`src/rtl/nbit_serializer_pkg.sv`:
```
// Shared types and sizing helpers for the N-bit serializer.
package nbit_serializer_pkg;

  typedef enum logic {
    S_IDLE  = 1'b0,
    S_SHIFT = 1'b1
  } state_t;

  function automatic int cnt_w(input int n);
    return $clog2(n + 1);
  endfunction

endpackage

```
`src/rtl/nbit_bit_counter.sv`:
```
// Frame bit counter: clears on a new or finished frame, flags the final bit.
module nbit_bit_counter #(
  parameter int W = 4
) (
  input  logic         clk,
  input  logic         rst,
  input  logic         clr,
  input  logic         inc,
  input  logic [W-1:0] term,
  output logic [W-1:0] count,
  output logic         at_last
);

  always_ff @(posedge clk or negedge rst) begin
    if (!rst) begin
      count <= '0;
    end else if (clr) begin
      count <= '0;
    end else if (inc) begin
      count <= count + 1'b1;
    end
  end

  assign at_last = (count == term);

endmodule

```
`src/rtl/nbit_serializer.sv`:
```
// LSB-first parallel-to-serial converter with gapless back-to-back loads.
// Define NBIT_SERIALIZER_PARITY_EN to append an even parity bit per frame.
module nbit_serializer
  import nbit_serializer_pkg::*;
#(
  parameter int N = 8
) (
  input  logic         clk,
  input  logic         rst,
  input  logic         load_valid,
  output logic         load_ready,
  input  logic [N-1:0] D,
  input  logic         shift_en,
  output logic         ser_out,
  output logic         ser_valid,
  output logic         ser_last
);

`ifdef NBIT_SERIALIZER_PARITY_EN
  localparam int F = N + 1;
`else
  localparam int F = N;
`endif
  localparam int CW = cnt_w(N);
  localparam logic [CW-1:0] TERM = CW'(F - 1);

  state_t state, state_nxt;
  logic [F-1:0] sreg;
  logic [CW-1:0] cnt;
  logic at_last;
  logic fire, adv, done;

  assign ser_valid  = (state == S_SHIFT);
  assign ser_last   = ser_valid & at_last;
  assign ser_out    = ser_valid & sreg[0];
  assign done       = ser_last & shift_en;
  assign adv        = ser_valid & shift_en & (cnt != TERM);
  assign load_ready = ~ser_valid | done;
  assign fire       = load_valid & load_ready;

  always_ff @(posedge clk or negedge rst) begin
    if (!rst) begin
      state <= S_IDLE;
    end else begin
      state <= state_nxt;
    end
  end

  always_comb begin
    state_nxt = state;
    unique case (state)
      S_IDLE: begin
        if (fire) state_nxt = S_SHIFT;
      end
      S_SHIFT: begin
        if (done) state_nxt = fire ? S_SHIFT : S_IDLE;
      end
      default: state_nxt = S_IDLE;
    endcase
  end

  // Parity rides in the top bit of sreg so it falls out after the data.
  always_ff @(posedge clk or negedge rst) begin
    if (!rst) begin
      sreg <= '0;
    end else if (fire) begin
`ifdef NBIT_SERIALIZER_PARITY_EN
      sreg <= {^D, D};
`else
      sreg <= D;
`endif
    end else if (adv) begin
      sreg <= {1'b0, sreg[F-1:1]};
    end
  end

  nbit_bit_counter #(
    .W(CW)
  ) u_cnt (
    .clk    (clk),
    .rst    (rst),
    .clr    (fire | done),
    .inc    (adv),
    .term   (TERM),
    .count  (cnt),
    .at_last(at_last)
  );

endmodule
```
`config.mk`:
```
export PLATFORM = sky130hd
export DESIGN_NAME = nbit_serializer
export DESIGN_NICKNAME = d
export VERILOG_FILES = /design/src/rtl/nbit_serializer_pkg.sv /design/src/rtl/nbit_bit_counter.sv /design/src/rtl/nbit_serializer.sv
export SDC_FILE = /design/constraint.sdc
export NUM_CORES = 1
export LEC_CHECK = 0
export CAP_MARGIN = 10
export CORE_MARGIN = 2
export CORE_UTILIZATION = 54
export CTS_CLUSTER_SIZE = 20
export DETAILED_ROUTE_END_ITERATION = 12
export PLACE_DENSITY = 0.9
export REMOVE_ABC_BUFFERS = 1
export SYNTH_ARGS = -nofsm -noshare
export SYNTH_HDL_FRONTEND = slang
export SYNTH_HIERARCHICAL = 1
export SYNTH_SLANG_ARGS = --single-unit
```
`constraint.sdc`:
```
create_clock -name clk -period 3.6 [get_ports clk]
set_input_delay 0.9 -clock clk [delete_from_list [all_inputs] [get_ports clk]]
set_output_delay 0.9 -clock clk [all_outputs]
set_load 0.1 [all_outputs]
```
==> flow_summary.toml, run 1 <==
[status]
run_status = "finished, final reports clean"

[placement]
placement.io_buffers = 15
place_ws_ps = 739
placedCellCount = 108
hpwlAfterDp_um = 1200
gpl.final_weighted_congestion = 0.764

[sta]
fin_crit_ps = 2870
setup_repair_after_global_routing_missed_its_margin = "no"
setup_slack_ps = 729
worst_clock_skew_ps = 2.76
fin_tns_setup_ps = 0
hold_viol_final = 0
min_period_over_period = 0.798
timing.final.setup_violations = 0
worst_pin_slew_ps = 590
timing_max_transition_violations_final = 0
achievable-frequency_ghz = 0.348
minimum_hold_slack_ps = 576
max_slew_margin = 0.605

[clocking]
cts-resized-gates = 0
post_cts_buffers = 0
tritoncts = "built"
cts.sink_count = 13
htree_levels = 1
worstSkewPairLatency_ps = 280
num_cts_buffers = 3
clk_path_buf_depth = 2
clock_tree.root_cell = "sky130_fd_sc_hd__clkbuf_4"
cts.hold.buffers_added = 0
worst_setup_hold_path_clk_slew_ps = 80

[synthesis]
synth-edff-count = 0
postSynth.asyncResetShare = 1.00
netlist-cell-type-count = 29
netlist_top_cells_area = "sky130_fd_sc_hd__dfrtp_1 38%, sky130_fd_sc_hd__a2bb2oi_2 14%, sky130_fd_sc_hd__a2bb2oi_1 6.1%"
yosysTopAreaCell = "sky130_fd_sc_hd__dfrtp_1"
mappedNetlistArea_um2 = 867
postSynthRegisterBits = 13
postSynth.topFlopCell = "sky130_fd_sc_hd__dfrtp_1"
post_synth.cell_area_avg_um2 = 10.8
yosysWarnings = 6
post_synth_inst_count = 80
seq_area_frac_synth = 0.375
yosysTopAreaCellShare = 0.375

[global_route]
antenna_found_initial = 0
overflow = 0
grt_pass1_vias = 570
grt_pass1_wl_um = 2660
maximum_number_of_pins_on_one_net_before_global_route_repair = 17
grt.total_usage = 0.199

[hold_path]
worst_hold_startpoint = "sreg[0]"
hold_end = "sreg[0]"
min_path_type = "reg -> reg"
timing.hold.worst_path_depth = 2

[pwr]
sequential_fraction_of_design_power = 0.348
switching_power_mw = 0.310
power.leakage_nw = 0.459
power_switching_share = 0.436
peakVddDrop_mv = 0.401
share_comb_of_total_power = 0.522
clkPwrFrac = 0.130
power.density_cell_area_nw_per_um2 = 697
cell_internal_pwr_mw = 0.401

[drt]
detail_route.vias_per_cell = 5.75
drtAntennaViolNets = 0
drt_wl_total_um = 1640
dr.first_iter.drc_count = 24
routed-via-count = 644
first_pass_iters = 4
drc = 0
drt-wirelength-per-cell_um = 14.7

[setup_path]
r2r_start = "u_cnt/count[3]"
ff2ff_path_depth = 6
setup.reg_to_reg.worst_slack_ps = 1680
critical_path_arrival_ps = 1970
crit_required_ps = 2700
crit-reg2reg-capture = "u_cnt/count[3]"
timing_worst_setup_path_type = "in -> out"
critical_path_peak_fanout = 10
startpoint_type = "primary input"
worstSetupEndpointType = "output port"

[die]
design.core.area_um2 = 1510
floorplan.die_area_um2 = 1940
top_level_ports = 16
dieHeight_um = 44.1
die_width_um = 44.1
effective_utilization_at_floorplan = 0.576
fp-row-count = 14

[final_layout]
antenna-diode-count = 0
final.fill_count = 129
final_net_count = 110
count_of_placed_standard_cells_in_the_final_layout_fillers_left_out = 112
finalCoreUtilization = 0.678
synthToLayoutAreaGrowth_pct = 17.7
layout-drive-gt1-share = 0.208

[run]
max-cap-violations = 0
[synth_stat cells, types with 2 or more instances]
| master | instances |
|---|---|
| sky130_fd_sc_hd__xor2_1 | 4 |
| sky130_fd_sc_hd__nor2_1 | 4 |
| sky130_fd_sc_hd__o21ai_1 | 8 |
| sky130_fd_sc_hd__mux2i_1 | 2 |
| sky130_fd_sc_hd__dfrtp_1 | 13 |
| sky130_fd_sc_hd__conb_1 | 2 |
| sky130_fd_sc_hd__a2bb2oi_2 | 8 |
| sky130_fd_sc_hd__a2bb2oi_1 | 6 |
| sky130_fd_sc_hd__nand3_1 | 8 |
| sky130_fd_sc_hd__nand2_1 | 2 |
| sky130_fd_sc_hd__inv_1 | 2 |
| sky130_fd_sc_hd__and2_1 | 2 |
| sky130_fd_sc_hd__buf_6 | 3 |
[cells by family after synthesis]
kind of cell             Yosys count  synth area share
AO/OA/AOI/OAI                     26             0.280
XOR/XNOR                           5            0.0505
adder cells (fa/ha/maj)            1            0.0144
buffers and inverters              8            0.0794
flip-flops                        13             0.375
multiplexers                       3            0.0404
other                              2           0.00866
AND/OR/NAND/NOR                   22             0.152
[cell usage in the layout, fill, tap and decap left out, drive strengths merged, types with 3 or more instances in the layout]
master / count
nor2: 4
o21ai: 9
dfrtp: 13
a2bb2oi: 14
clkbuf: 3
xor2: 4
buf: 5
conb: 4
nand2: 3
clkdlybuf4s50: 11
nand3: 8
[sequential cells by signal (all words and copies together), names as in the netlist]
name and flops:
u_cnt/count 4, ser_valid 1, sreg 8
[how the worst max path moves through the flow]
stage	depth (start not counted)	end	start
after floorplan	1	ser_last	ser_valid
after global placement	3	load_ready	shift_en
after detailed placement	3	load_ready	shift_en
after CTS	3	load_ready	shift_en
after global routing	3	load_ready	shift_en
final	3	load_ready	shift_en
[layer usage]
metal  GRT usage  vias to the layer above  wire length, um
li1            -                      322                -
met1       0.266                      306              756
met2       0.294                       14              798
met3      0.0735                        2               71
met4      0.0788                        0               18
met5           0                        -                0
[final cells by class]
type	count	area, um^2	area share
Clock buffer	3	22.5	0.0221
Clock inverter	1	5.00	0.00490
Inverter	2	7.51	0.00735
Multi-Input combinational cell	61	480	0.471
Sequential cell	13	325	0.319
Tap cell	16	20.0	0.0196
Timing Repair Buffer	16	160	0.157
[power groups by stage]
stage	combinational [mW]	sequential, mW	clock, mW
after floorplan	0.281	0.248	0
after global placement	0.360	0.246	0
after detailed placement	0.372	0.250	0
after CTS	0.373	0.247	0.0948
after global routing	0.401	0.257	0.102
final	0.371	0.247	0.0927
[stage by stage]
step	power (mW)	instance area [um^2]
2_1_floorplan	0.529	813
3_3_place_gp	0.607	993
3_5_place_dp	0.622	993
4_1_cts	0.715	1020
5_1_grt	0.760	1020
6_report	0.711	1020
[critical path, cell delays in order]
cell                              delay (ps)
sky130_fd_sc_hd__clkdlybuf4s50_1         670
sky130_fd_sc_hd__a21bo_1                 220
sky130_fd_sc_hd__buf_12                  180
Note: power is estimated with default switching activity, not from simulation.
==> run 2, diff against run 1 <==
Settings changed: CORE_UTILIZATION 54 to 45, PLACE_DENSITY 0.9 to 0.81.
Clock period 3.6 ns to 2.5 ns, I/O delays scaled along.
==> flow_summary.toml, run 2 (synthesis results as in run 1) <==
[hold_path]
min_path_type = "reg -> reg"
timing.hold.worst_path_depth = 2
worst_hold_startpoint = "sreg[6]"
hold_end = "sreg[6]"

[drt]
detail_route.vias_per_cell = 5.40
drt_wl_total_um = 1800
drtAntennaViolNets = 0
dr.first_iter.drc_count = 12
routed-via-count = 680
drc = 0
first_pass_iters = 6
drt-wirelength-per-cell_um = 14.3

[setup_path]
critical_path_arrival_ps = 1760
startpoint_type = "flip-flop"
setup.reg_to_reg.worst_slack_ps = 600
r2r_start = "u_cnt/count[0]"
worstSetupEndpointType = "output port"
ff2ff_path_depth = 7
timing_worst_setup_path_type = "reg -> out"
critical_path_peak_fanout = 5
crit-reg2reg-capture = "u_cnt/count[3]"
crit_required_ps = 1880

[sta]
min_period_over_period = 0.953
timing.final.setup_violations = 0
fin_tns_setup_ps = 0
hold_viol_final = 0
worst_pin_slew_ps = 604
minimum_hold_slack_ps = 574
setup_repair_after_global_routing_missed_its_margin = "no"
fin_crit_ps = 2380
achievable-frequency_ghz = 0.420
max_slew_margin = 0.596
timing_max_transition_violations_final = 0
worst_clock_skew_ps = 2.41

[clocking]
worstSkewPairLatency_ps = 280
num_cts_buffers = 3
post_cts_buffers = 0
clk_path_buf_depth = 2
cts.sink_count = 13
cts.hold.buffers_added = 0
clock_tree.root_cell = "sky130_fd_sc_hd__clkbuf_4"
worst_setup_hold_path_clk_slew_ps = 80
tritoncts = "built"
cts-resized-gates = 0
htree_levels = 1

[final_layout]
layout-drive-gt1-share = 0.238
final_net_count = 115
regMostFlops = "sreg"
antenna-diode-count = 0
highest_count_cells_in_the_layout_ignoring_fill_and_taps = "13 x sky130_fd_sc_hd__dfrtp_1, 11 x sky130_fd_sc_hd__clkdlybuf4s50_1"
layout.cells.most_common = "sky130_fd_sc_hd__dfrtp_1"
largest_register_ffs = 8
count_of_placed_standard_cells_in_the_final_layout_fillers_left_out = 126
final.fill_count = 148
synthToLayoutAreaGrowth_pct = 24.7

[global_route]
overflow = 0
grt_pass1_wl_um = 2840
antenna_found_initial = 0
grt_pass1_vias = 678
maximum_number_of_pins_on_one_net_before_global_route_repair = 17
grt.total_usage = 0.179

[die]
die_width_um = 47.9
floorplan.die_area_um2 = 2290
top_level_ports = 16
fp-row-count = 15
effective_utilization_at_floorplan = 0.491
design.core.area_um2 = 1760
dieHeight_um = 47.9

[placement]
hpwlAfterDp_um = 1340
gpl.final_weighted_congestion = 0.766
placement.io_buffers = 15
placedCellCount = 122

[pwr]
peakVddDrop_mv = 0.494
power.leakage_nw = 0.485
power.density_cell_area_nw_per_um2 = 986

[status]
run_status = "finished, final reports clean"

[run]
max-cap-violations = 0
-- run 2: changes by cell type in the layout (fill, tap and decap cells not counted), sizes merged --
| cell | previous run | this run |
|---|---|---|
| clkbuf | 3 | 4 |
| clkinv | 1 | 0 |
| buf | 5 | 10 |
-- run 2: metrics by stage --
stage / area (um^2) / utilization / total power, mW / setup slack [ps]
global route: 1080 / 0.613 / 1.13 / 18.5
finish: 1080 / 0.613 / 1.07 / 117
CTS: 1080 / 0.613 / 1.07 / 103
floorplan: 813 / - / 0.761 / -59.2
global placement: 1050 / 0.598 / 0.911 / 369
detailed placement: 1050 / 0.598 / 0.937 / 348
-- run 2: where the power goes --
group / switching (mW) / leakage (nW) / internal, mW / total (mW)
Combinational: 0.316 / 0.306 / 0.255 / 0.571
Clock: 0.0702 / 0.0150 / 0.0619 / 0.132
Sequential: 0.0755 / 0.164 / 0.287 / 0.362
-- run 2: worst max path at each step --
| stage | cells past startpoint | slack [ps] | from | to |
|---|---|---|---|---|
| after global routing | 4 | 20 | u_cnt/count[0] | ser_last |
| after detailed placement | 5 | 350 | shift_en | u_cnt/count[3] |
| final | 4 | 120 | u_cnt/count[0] | ser_last |
| after floorplan | 1 | -60 | ser_valid | ser_last |
| after global placement | 3 | 370 | shift_en | load_ready |
| after CTS | 4 | 100 | u_cnt/count[0] | ser_last |
-- run 2: cell type report --
| type | count | area [um^2] | share of cell area |
|---|---|---|---|
| Timing Repair Buffer | 21 | 210 | 0.194 |
| Tap cell | 25 | 31.3 | 0.0289 |
| Inverter | 2 | 7.51 | 0.00694 |
| Sequential cell | 13 | 325 | 0.301 |
| Clock buffer | 4 | 26.3 | 0.0243 |
| Multi-Input combinational cell | 61 | 480 | 0.444 |
-- run 2: metal layers --
metal,track usage,wire length [um],share of wire,vias up
met5,0,0,0,-
met4,0.0486,17,0.0094,0
met3,0.0491,128,0.071,4
met2,0.312,839,0.47,26
met1,0.216,817,0.45,321
li1,-,-,-,329
-- run 2: worst max-delay path: stages, from the launching register on --
cell and delay (ps):
sky130_fd_sc_hd__dfrtp_1 460, sky130_fd_sc_hd__xor2_1 100, sky130_fd_sc_hd__nor4_1 480, sky130_fd_sc_hd__and2_1 250, sky130_fd_sc_hd__buf_12 180
==> run 3, diff against run 2 <==
Settings changed: CORE_UTILIZATION 45 to 50, PLACE_DENSITY 0.81 to 0.85.
Clock period 2.5 ns to 2.3 ns, I/O delays scaled along.
==> flow_summary.toml, run 3 (synthesis results as in run 1) <==
[placement]
hpwlAfterDp_um = 1300
gpl.final_weighted_congestion = 0.749
placedCellCount = 115
placement.io_buffers = 15

[pwr]
power.density_cell_area_nw_per_um2 = 1070
power.leakage_nw = 0.505
design_power_total_mw = 1.19
peakVddDrop_mv = 0.537

[status]
run_status = "finished, final reports clean"

[final_layout]
synthToLayoutAreaGrowth_pct = 28.9
multi_input_comb_area_um2 = 487
regMostFlops = "sreg"
final_net_count = 117
largest_register_ffs = 8
antenna-diode-count = 0
layout.area.seq_um2 = 325
layout-drive-gt1-share = 0.262
final.fill_count = 115
highest_count_cells_in_the_layout_ignoring_fill_and_taps = "13 x sky130_fd_sc_hd__dfrtp_1, 11 x sky130_fd_sc_hd__clkdlybuf4s50_1"
finalCoreUtilization = 0.669
layout.cells.most_common = "sky130_fd_sc_hd__dfrtp_1"
count_of_placed_standard_cells_in_the_final_layout_fillers_left_out = 120

[sta]
min_period_over_period = 0.941
fin_crit_ps = 2170
minimum_hold_slack_ps = 568
hold_viol_final = 0
timing.final.setup_violations = 0
max_slew_margin = 0.600
worst_pin_slew_ps = 599
timing_max_transition_violations_final = 0
setup_repair_after_global_routing_missed_its_margin = "no"
worst_clock_skew_ps = 0.402
achievable-frequency_ghz = 0.462

[die]
die_width_um = 45.6
floorplan.die_area_um2 = 2080
design.core.area_um2 = 1670
fp-row-count = 15
top_level_ports = 16
dieHeight_um = 45.6
effective_utilization_at_floorplan = 0.519

[drt]
dr.first_iter.drc_count = 12
route.top_layer_used = "met4"
drt_wl_total_um = 1730
drtAntennaViolNets = 0
detail_route.vias_per_cell = 5.60
drt-wirelength-per-cell_um = 14.5
wl_met3_um = 81
route.met2.wl_um = 841
drc = 0
first_pass_iters = 4
routed-via-count = 672
met1_routed_length_um = 805

[clocking]
num_cts_buffers = 3
worst_setup_hold_path_clk_slew_ps = 80
clock_tree.root_cell = "sky130_fd_sc_hd__clkbuf_4"
cts.sink_count = 13
htree_levels = 1
clk_path_buf_depth = 2
tritoncts = "built"
worstSkewPairLatency_ps = 270

[global_route]
grt_pass1_wl_um = 2790
grt.total_usage = 0.189
grt_pass1_vias = 668
overflow = 0
antenna_found_initial = 0
maximum_number_of_pins_on_one_net_before_global_route_repair = 17

[setup_path]
timing_worst_setup_path_type = "reg -> out"
startpoint_type = "flip-flop"
crit_required_ps = 1730
critical_path_peak_fanout = 4
critical_path_arrival_ps = 1590
worstSetupEndpointType = "output port"

[hold_path]
min_path_type = "reg -> reg"

[run]
max-cap-violations = 0
run 3: final cells by class:
class | instances | area share
inverters | 2 | 0.00672
multi-input cells | 61 | 0.436
repair buffers | 23 | 0.224
clock buffers | 4 | 0.0235
flip-flops and latches | 13 | 0.291
well taps | 17 | 0.0190
run 3: what timing repair did:
item,in CTS,in global routing
pin swaps,0,1
setup endpoints to repair,2,2
buffers inserted,0,1
hold buffers,0,0
gates resized for setup,1,0
run 3: per-stage QoR:
stage          area [um^2]  TNS (ps)  setup WS, ps
2_1_floorplan          813     -1070          -209
3_3_place_gp          1080         0           274
3_5_place_dp          1080         0           240
4_1_cts               1110         0          55.2
5_1_grt               1120         0          65.9
6_report              1120         0           135
run 3: path summary, 6_finish.rpt:
check / cells past startpoint / end / slack, ps / from
worst min register to register: 2 / sreg[7] / 570 / sreg[7]
worst max register to register: 7 / sreg[2] / 610 / u_cnt/count[3]
min in group asynchronous: 1 / ser_valid / 680 / rst
worst max-delay path: 5 / ser_last / 130 / u_cnt/count[3]
max in group asynchronous: 1 / u_cnt/count[2] / 1230 / rst
worst min-delay path: 2 / sreg[7] / 570 / sreg[7]
run 3: worst max-delay path, stage by stage (launching register included):
cell                      delay, ps
sky130_fd_sc_hd__dfrtp_1        420
sky130_fd_sc_hd__xor2_1         160
sky130_fd_sc_hd__nor4_2         210
sky130_fd_sc_hd__buf_4          160
sky130_fd_sc_hd__and2_1         180
sky130_fd_sc_hd__buf_12         190
run 3: per-layer routing:
metal,track usage,vias up
li1,-,340
met1,0.235,314
met2,0.318,16
met3,0.0278,2
met4,0.0882,0
met5,0,-
run 3: power breakdown:
group | internal, mW | leakage, nW | switching [mW] | total (mW)
combinational | 0.312 | 0.326 | 0.351 | 0.664
sequential | 0.312 | 0.164 | 0.0780 | 0.390
clock | 0.0671 | 0.0150 | 0.0714 | 0.138
total | 0.691 | 0.505 | 0.501 | 1.19
